$ cat config.mk
export PLATFORM = sky130hd
export DESIGN_NAME = tm1638_responder
export DESIGN_NICKNAME = d
export VERILOG_FILES = /design/src/rtl/tm1638_responder.sv
export SDC_FILE = /design/constraint.sdc
export NUM_CORES = 1
export LEC_CHECK = 0
export CELL_PAD_IN_SITES_DETAIL_PLACEMENT = 0
export CELL_PAD_IN_SITES_GLOBAL_PLACEMENT = 1
export CORE_UTILIZATION = 43
export CTS_CLUSTER_SIZE = 10
export DETAILED_ROUTE_END_ITERATION = 8
export PLACE_DENSITY_LB_ADDON = 0.1
export SETUP_SLACK_MARGIN = 0.15
export SLEW_MARGIN = 20
export SYNTH_ARGS = -nofsm -noshare
export SYNTH_HDL_FRONTEND = slang
export SYNTH_SLANG_ARGS = --single-unit
$ cat constraint.sdc
create_clock -name i_clk -period 2.6 [get_ports i_clk]
set_input_delay 0.65 -clock i_clk [delete_from_list [all_inputs] [get_ports i_clk]]
set_output_delay 0.65 -clock i_clk [all_outputs]
set_load 0.02 [all_outputs]
$ cat src/rtl/tm1638_responder.sv
// ---------------------------------------------------------------------------
// tm1638_responder
//
// Device-side model of the TM1638 LED&KEY serial link. It sits opposite a
// board-level controller that drives tm_clk/tm_stb/tm_dio.
//
// The responder does the following:
//   - decodes data, address and display-control commands
//   - emits one-cycle display-RAM write strobes
//   - holds the display enable and brightness
//   - shifts key-scan bytes back out on read commands
//
// Optional feature macro: TM1638_RESP_ERR_EN
//   defined     -> o_frame_err is a sticky framing-error flag
//   not defined -> o_frame_err is tied to 0 and no error logic exists
//
// Parameters
//   SYNC_STAGES  synchronizer depth on tm_clk/tm_stb/tm_dio (>= 2)
//   KEY_BYTES    key-scan bytes returned per read command (1..4)
//
// Ports
//   i_clk        system clock (>= 8x tm_clk, each tm_clk phase >= 4 i_clk)
//   rst_n        asynchronous active-low reset
//   i_tm_clk     serial clock from controller, idle high
//   i_tm_stb     strobe, active low, frames one command plus payload
//   i_tm_dio     serial data pin value
//   o_tm_dio     serial data out during key read
//   o_tm_dio_oe  drive enable for o_tm_dio (tristate lives at top level)
//   i_keys       key-scan bytes, byte n = i_keys[8n+7:8n], byte 0 first
//   o_ram_we     one-cycle display-RAM write strobe
//   o_ram_addr   display-RAM write address
//   o_ram_data   display-RAM write data
//   o_disp_on    display enable from last display-control command
//   o_bright     brightness from last display-control command
//   o_frame_err  sticky framing error (only with TM1638_RESP_ERR_EN)
// ---------------------------------------------------------------------------
module tm1638_responder #(
  parameter int SYNC_STAGES = 2,
  parameter int KEY_BYTES   = 4
) (
  input  logic        i_clk,
  input  logic        rst_n,
  input  logic        i_tm_clk,
  input  logic        i_tm_stb,
  input  logic        i_tm_dio,
  output logic        o_tm_dio,
  output logic        o_tm_dio_oe,
  input  logic [31:0] i_keys,
  output logic        o_ram_we,
  output logic [3:0]  o_ram_addr,
  output logic [7:0]  o_ram_data,
  output logic        o_disp_on,
  output logic [2:0]  o_bright,
  output logic        o_frame_err
);

  localparam int         NBITS    = 8 * KEY_BYTES;
  localparam logic [5:0] LAST_IDX = 6'(NBITS - 1);

  typedef enum logic [2:0] {
    S_IDLE,
    S_CMD,
    S_WDATA,
    S_RDATA,
    S_IGNORE
  } state_t;

  // Synchronizers reset to 1 so the idle-high bus does not look like an edge
  logic [SYNC_STAGES-1:0] r_clkSync, r_stbSync, r_dioSync;
  logic                   r_clkPrev, r_stbPrev;

  always_ff @(posedge i_clk or negedge rst_n) begin
    if (!rst_n) begin
      r_clkSync <= '1;
      r_stbSync <= '1;
      r_dioSync <= '1;
      r_clkPrev <= 1'b1;
      r_stbPrev <= 1'b1;
    end else begin
      r_clkSync <= {r_clkSync[SYNC_STAGES-2:0], i_tm_clk};
      r_stbSync <= {r_stbSync[SYNC_STAGES-2:0], i_tm_stb};
      r_dioSync <= {r_dioSync[SYNC_STAGES-2:0], i_tm_dio};
      r_clkPrev <= r_clkSync[SYNC_STAGES-1];
      r_stbPrev <= r_stbSync[SYNC_STAGES-1];
    end
  end

  logic w_clk, w_stb, w_dio;
  logic w_clkRise, w_stbFall, w_stbRise;

  assign w_clk     = r_clkSync[SYNC_STAGES-1];
  assign w_stb     = r_stbSync[SYNC_STAGES-1];
  assign w_dio     = r_dioSync[SYNC_STAGES-1];
  assign w_clkRise = w_clk & ~r_clkPrev;
  assign w_stbFall = ~w_stb & r_stbPrev;
  assign w_stbRise = w_stb & ~r_stbPrev;

  state_t             r_state, w_stateNext;
  logic [2:0]         r_bitCnt, w_bitCntNext;
  logic [7:0]         r_shift, w_shiftNext;
  logic [3:0]         r_addr, w_addrNext;
  logic               r_fixed, w_fixedNext;
  logic [NBITS-1:0]   r_snap, w_snapNext;
  logic [5:0]         r_rdIdx, w_rdIdxNext;
  logic               r_dio, w_dioNext;
  logic               r_oe, w_oeNext;
  logic               r_ramWe, w_ramWeNext;
  logic [3:0]         r_ramAddr, w_ramAddrNext;
  logic [7:0]         r_ramData, w_ramDataNext;
  logic               r_dispOn, w_dispOnNext;
  logic [2:0]         r_bright, w_brightNext;
  logic [7:0]         w_byte;

`ifdef TM1638_RESP_ERR_EN
  logic               r_frameErr;
  logic               w_errSet;
`endif

  // Byte arrives LSB first, so the newest bit enters at the top
  assign w_byte = {w_dio, r_shift[7:1]};

  // Next-state and datapath decode. A strobe edge overrides any clock edge
  // in the same cycle, so a byte that completes together with stb rising
  // is dropped.
  always_comb begin
    w_stateNext   = r_state;
    w_bitCntNext  = r_bitCnt;
    w_shiftNext   = r_shift;
    w_addrNext    = r_addr;
    w_fixedNext   = r_fixed;
    w_snapNext    = r_snap;
    w_rdIdxNext   = r_rdIdx;
    w_dioNext     = r_dio;
    w_oeNext      = r_oe;
    w_ramWeNext   = 1'b0;
    w_ramAddrNext = r_ramAddr;
    w_ramDataNext = r_ramData;
    w_dispOnNext  = r_dispOn;
    w_brightNext  = r_bright;
`ifdef TM1638_RESP_ERR_EN
    w_errSet      = 1'b0;
`endif
    if (w_stbFall) begin
      w_stateNext  = S_CMD;
      w_bitCntNext = 3'd0;
      w_shiftNext  = 8'h00;
      w_oeNext     = 1'b0;
      w_dioNext    = 1'b1;
    end else if (w_stbRise) begin
      w_stateNext  = S_IDLE;
      w_bitCntNext = 3'd0;
      w_shiftNext  = 8'h00;
      w_oeNext     = 1'b0;
      w_dioNext    = 1'b1;
`ifdef TM1638_RESP_ERR_EN
      w_errSet     = (r_bitCnt != 3'd0);
`endif
    end else if (w_clkRise && !w_stb) begin
      unique case (r_state)
        S_CMD, S_WDATA: begin
          w_shiftNext  = w_byte;
          w_bitCntNext = r_bitCnt + 3'd1;
          if (r_bitCnt == 3'd7) begin
            w_shiftNext = 8'h00;
            if (r_state == S_WDATA) begin
              w_ramWeNext   = 1'b1;
              w_ramAddrNext = r_addr;
              w_ramDataNext = w_byte;
              if (!r_fixed) begin
                w_addrNext = r_addr + 4'd1;
              end
            end else begin
              unique case (w_byte[7:6])
                2'b01: begin
                  w_fixedNext = w_byte[2];
                  if (w_byte[1]) begin
                    w_snapNext  = i_keys[NBITS-1:0];
                    w_rdIdxNext = 6'd0;
                    w_oeNext    = 1'b1;
                    w_dioNext   = i_keys[0];
                    w_stateNext = S_RDATA;
                  end else begin
                    w_stateNext = S_IGNORE;
                  end
                end
                2'b10: begin
                  w_dispOnNext = w_byte[3];
                  w_brightNext = w_byte[2:0];
                  w_stateNext  = S_IGNORE;
                end
                2'b11: begin
                  w_addrNext  = w_byte[3:0];
                  w_stateNext = S_WDATA;
                end
                default: begin
                  w_stateNext = S_IGNORE;
`ifdef TM1638_RESP_ERR_EN
                  w_errSet    = 1'b1;
`endif
                end
              endcase
            end
          end
        end
        // Controller has just sampled the current bit; present the next one
        S_RDATA: begin
          if (r_rdIdx == LAST_IDX) begin
            w_oeNext    = 1'b0;
            w_dioNext   = 1'b1;
            w_stateNext = S_IGNORE;
          end else begin
            w_rdIdxNext = r_rdIdx + 6'd1;
            w_snapNext  = {1'b1, r_snap[NBITS-1:1]};
            w_dioNext   = r_snap[1];
          end
        end
        default: begin
        end
      endcase
    end
  end

  // State and datapath registers
  always_ff @(posedge i_clk or negedge rst_n) begin
    if (!rst_n) begin
      r_state   <= S_IDLE;
      r_bitCnt  <= 3'd0;
      r_shift   <= 8'h00;
      r_addr    <= 4'd0;
      r_fixed   <= 1'b0;
      r_snap    <= '0;
      r_rdIdx   <= 6'd0;
      r_dio     <= 1'b1;
      r_oe      <= 1'b0;
      r_ramWe   <= 1'b0;
      r_ramAddr <= 4'd0;
      r_ramData <= 8'h00;
      r_dispOn  <= 1'b0;
      r_bright  <= 3'd0;
    end else begin
      r_state   <= w_stateNext;
      r_bitCnt  <= w_bitCntNext;
      r_shift   <= w_shiftNext;
      r_addr    <= w_addrNext;
      r_fixed   <= w_fixedNext;
      r_snap    <= w_snapNext;
      r_rdIdx   <= w_rdIdxNext;
      r_dio     <= w_dioNext;
      r_oe      <= w_oeNext;
      r_ramWe   <= w_ramWeNext;
      r_ramAddr <= w_ramAddrNext;
      r_ramData <= w_ramDataNext;
      r_dispOn  <= w_dispOnNext;
      r_bright  <= w_brightNext;
    end
  end

`ifdef TM1638_RESP_ERR_EN
  // Sticky until reset
  always_ff @(posedge i_clk or negedge rst_n) begin
    if (!rst_n) begin
      r_frameErr <= 1'b0;
    end else if (w_errSet) begin
      r_frameErr <= 1'b1;
    end
  end

  assign o_frame_err = r_frameErr;
`else
  assign o_frame_err = 1'b0;
`endif

  assign o_tm_dio    = r_dio;
  assign o_tm_dio_oe = r_oe;
  assign o_ram_we    = r_ramWe;
  assign o_ram_addr  = r_ramAddr;
  assign o_ram_data  = r_ramData;
  assign o_disp_on   = r_dispOn;
  assign o_bright    = r_bright;

endmodule

==> results.ini <==
[setup_path]
path_class=reg -> reg
cp_max_fo=30
cp-end-kind=flop
rrSetupSlack_ns=0.32
worstPathRequired_ns=2.83
worst_r2r_path_depth=7
r2r_end=r_snap[2]$_DFFE_PN0P_
reg2reg_from=r_stbSync[1]$_DFF_PN1_
critPathLaunch=r_stbSync[1]$_DFF_PN1_
worstSetupStartpointType=flop
arrival_ns=2.51

[die]
row_count=34
start_util_pct=45.2
die_area_um2=9740
io-pin-count=57
core_um2=8890
fp.dieH_um=98.7
die_x_um=98.7

[finish]
multi_input_area_um2=1770
seqCellArea_um2=2060
fin_nets=478
utilization_pct=55.2
n_fill_cell=805
drive_above_1_share_pct=20.9
syn2layout_area_growth_pct=22.1
n_antenna_cell=0
stdcell_area_um2=4910

[timing]
max_freq_ghz=0.439
slew_headroom_pct=55.2
rsz0062_at_grt=no
setup_tns_ns=0
finalCriticalPeriod_ns=2.28
fin_crit_sh_pct=87.6
hold_viol_final=0
timing.final.setup_violations=0
maxSlewViolCount=0
worstMarginPinSlew_ns=0.672
clock_skew_ns=0.0133

[cts]
htreeDepth=3
ctsResizeCount=0
cts_hold_buf=0
clock_latency_ns=0.35
cts.clk_slew.worst_paths_ns=0.09
cts_root_buffer=clkbuf_8
clock_path_buffers=2
cts_tree=done
numCtsBuffers=9
post_cts_buffers=0
cts_sinks=82

[drt]
route.met3.wl_um=282
highest-signal-layer=met4
drt-pass1-iter-count=4
avgViaCountPerCell=5.18
final_antenna_net_count=0
drc_errors=0
via_count=2839
drt_iter0_markers=71
drt_wl_total_um=8110
wl_met1_um=4080
wl_met2_um=3660
wl_per_cell_um=14.8

[min_path]
hold_class=in -> async

[yosys]
synthCells=378
synth_cell_types=51
seq_area_frac_synth_pct=51.3
synth_top_area_share_pct=45.4
yosysTopAreaCell=dfrtp_1
synth_warnings=0
synth-seq-cells=82
synth_area_leaders=dfrtp_1 45%, nand2_1 9.6%, mux2_4 9.0%
syn_area_um2=4020
synth.avg_cell_area_um2=10.6
synth_fp_nets=421

[global_route]
first_global_vias=2781
grt_max_degree=45
track_usage_pct=18.0
antenna_found_initial=0
grt_first_pass_wirelength_um=14000
grt-ovfl-total=0

[power]
power.leakage_nw=2.30
pwr_density_cell_nw_per_um2=558
ir_worst_vdd_mv=0.329

[place]
dp_hpwl_um=5460
io_buffer_count=55
gp_congestion=0.761
place_area_um2=4680

[job]
drv_cap=0

[outcome]
status=completed

## cell usage after synthesis (all sizes together)
cell / n
o311a: 1
nand2: 103
a41o: 1
o41ai: 5
a311oi: 1
and3b: 1
nand4bb: 1
ha: 6
nand2b: 3
nor2b: 1
clkbuf: 13
o211ai: 1
buf: 9
o21bai: 1
nor3b: 2
inv: 15
or3b: 2
or4: 1
nand3: 13
dfrtp: 73
nand3b: 1
o2111ai: 1
or3: 1
a31o: 1
mux2: 43
and3: 3
a21oi: 4
a2111o: 1
nor4: 2
o21ai: 24
nor2: 11
o22a: 2
xnor2: 1
nand4b: 2
a31oi: 3
a211oi: 1
nand4: 2
and4: 1
nor3: 3
o31ai: 6
mux2i: 2
dfstp: 9
conb: 1
## logic make-up (layout without fill, tap and decap cells)
group / after synthesis / after routing / synth area share (%)
other: 1 / 1 / 0.0933
adder cells (fa/ha/maj): 6 / 6 / 1.87
flip-flops: 82 / 82 / 51.3
multiplexers: 45 / 45 / 14.8
AO/OA/AOI/OAI: 53 / 53 / 9.33
AND/OR/NAND/NOR: 153 / 153 / 17.5
XOR/XNOR: 1 / 1 / 0.218
buffers and inverters: 37 / 99 / 4.88
## metal layers
| metal | GRT usage (%) | vias up |
|---|---|---|
| li1 | - | 1404 |
| met1 | 25.2 | 1371 |
| met2 | 27.8 | 56 |
| met3 | 4.40 | 8 |
| met4 | 5.51 | 0 |
| met5 | 0 | - |
## per-stage QoR
step	total power [mW]	worst slack, ns	hold WS, ns	cells
global route	2.88	0.181	0.312	548
floorplan	1.59	0.432	0.345	378
global placement	1.72	0.380	0.348	532
detailed placement	1.72	0.338	0.349	532
finish	2.74	0.323	0.285	548
CTS	2.78	0.316	0.301	548
## layout by cell type (no fill, tap or decap), types with 2 or more instances in the layout
cell / instances
nand4b_1: 2
bufinv_16: 2
a21oi_1: 4
mux2_4: 24
or3b_1: 2
o21ai_0: 23
mux2_2: 18
ha_1: 6
nand3_1: 13
nand2b_1: 3
clkdlybuf4s50_1: 54
o22a_2: 2
a31oi_1: 3
dfrtp_1: 73
o41ai_1: 4
mux2i_1: 2
nor3_1: 2
nand2_1: 103
clkbuf_8: 9
nor2_1: 11
clkinv_4: 3
nand4_1: 2
inv_1: 15
and3_1: 3
dfstp_2: 9
o31ai_1: 6
buf_4: 13
## worst max-delay path by stage
stage,endpoint
after floorplan,r_snap[10]$_DFFE_PN0P_
after global placement,r_snap[10]$_DFFE_PN0P_
after detailed placement,r_snap[3]$_DFFE_PN0P_
after CTS,r_snap[3]$_DFFE_PN0P_
after global routing,r_snap[3]$_DFFE_PN0P_
final,r_snap[2]$_DFFE_PN0P_
## flip-flops by register name, summed over array words and instances, names as in the netlist, 2 cells and up
name	cells
o_bright	3
r_stbSync	2
o_ram_data	8
r_snap	31
r_rdIdx	6
r_state	3
r_addr	4
r_dioSync	2
r_clkSync	2
o_ram_addr	4
r_shift	7
r_bitCnt	3
## cell type report
type | count | area share [%]
timing repair buffer | 68 | 13.4
clock buffer | 9 | 2.52
tap | 108 | 2.75
sequential | 82 | 42.0
multi-input combinational | 259 | 36.0
clock inverter | 7 | 2.09
inverter | 15 | 1.15
## worst max-delay path: stages, from the launching register on
cell and delay, ns:
dfstp_2 0.60, inv_1 0.06, ha_1 0.28, inv_1 0.06, a41o_1 0.34, nor3_4 0.20
buf_12 0.26, mux2_2 0.36
## report_power, final
part / total [mW] / switching (mW) / internal (mW)
clock network: 1.04 / 0.490 / 0.551
logic: 0.304 / 0.154 / 0.151
registers: 1.39 / 0.0562 / 1.34
total: 2.74 / 0.700 / 2.04
No activity file was read; power rests on OpenSTA's default activity.
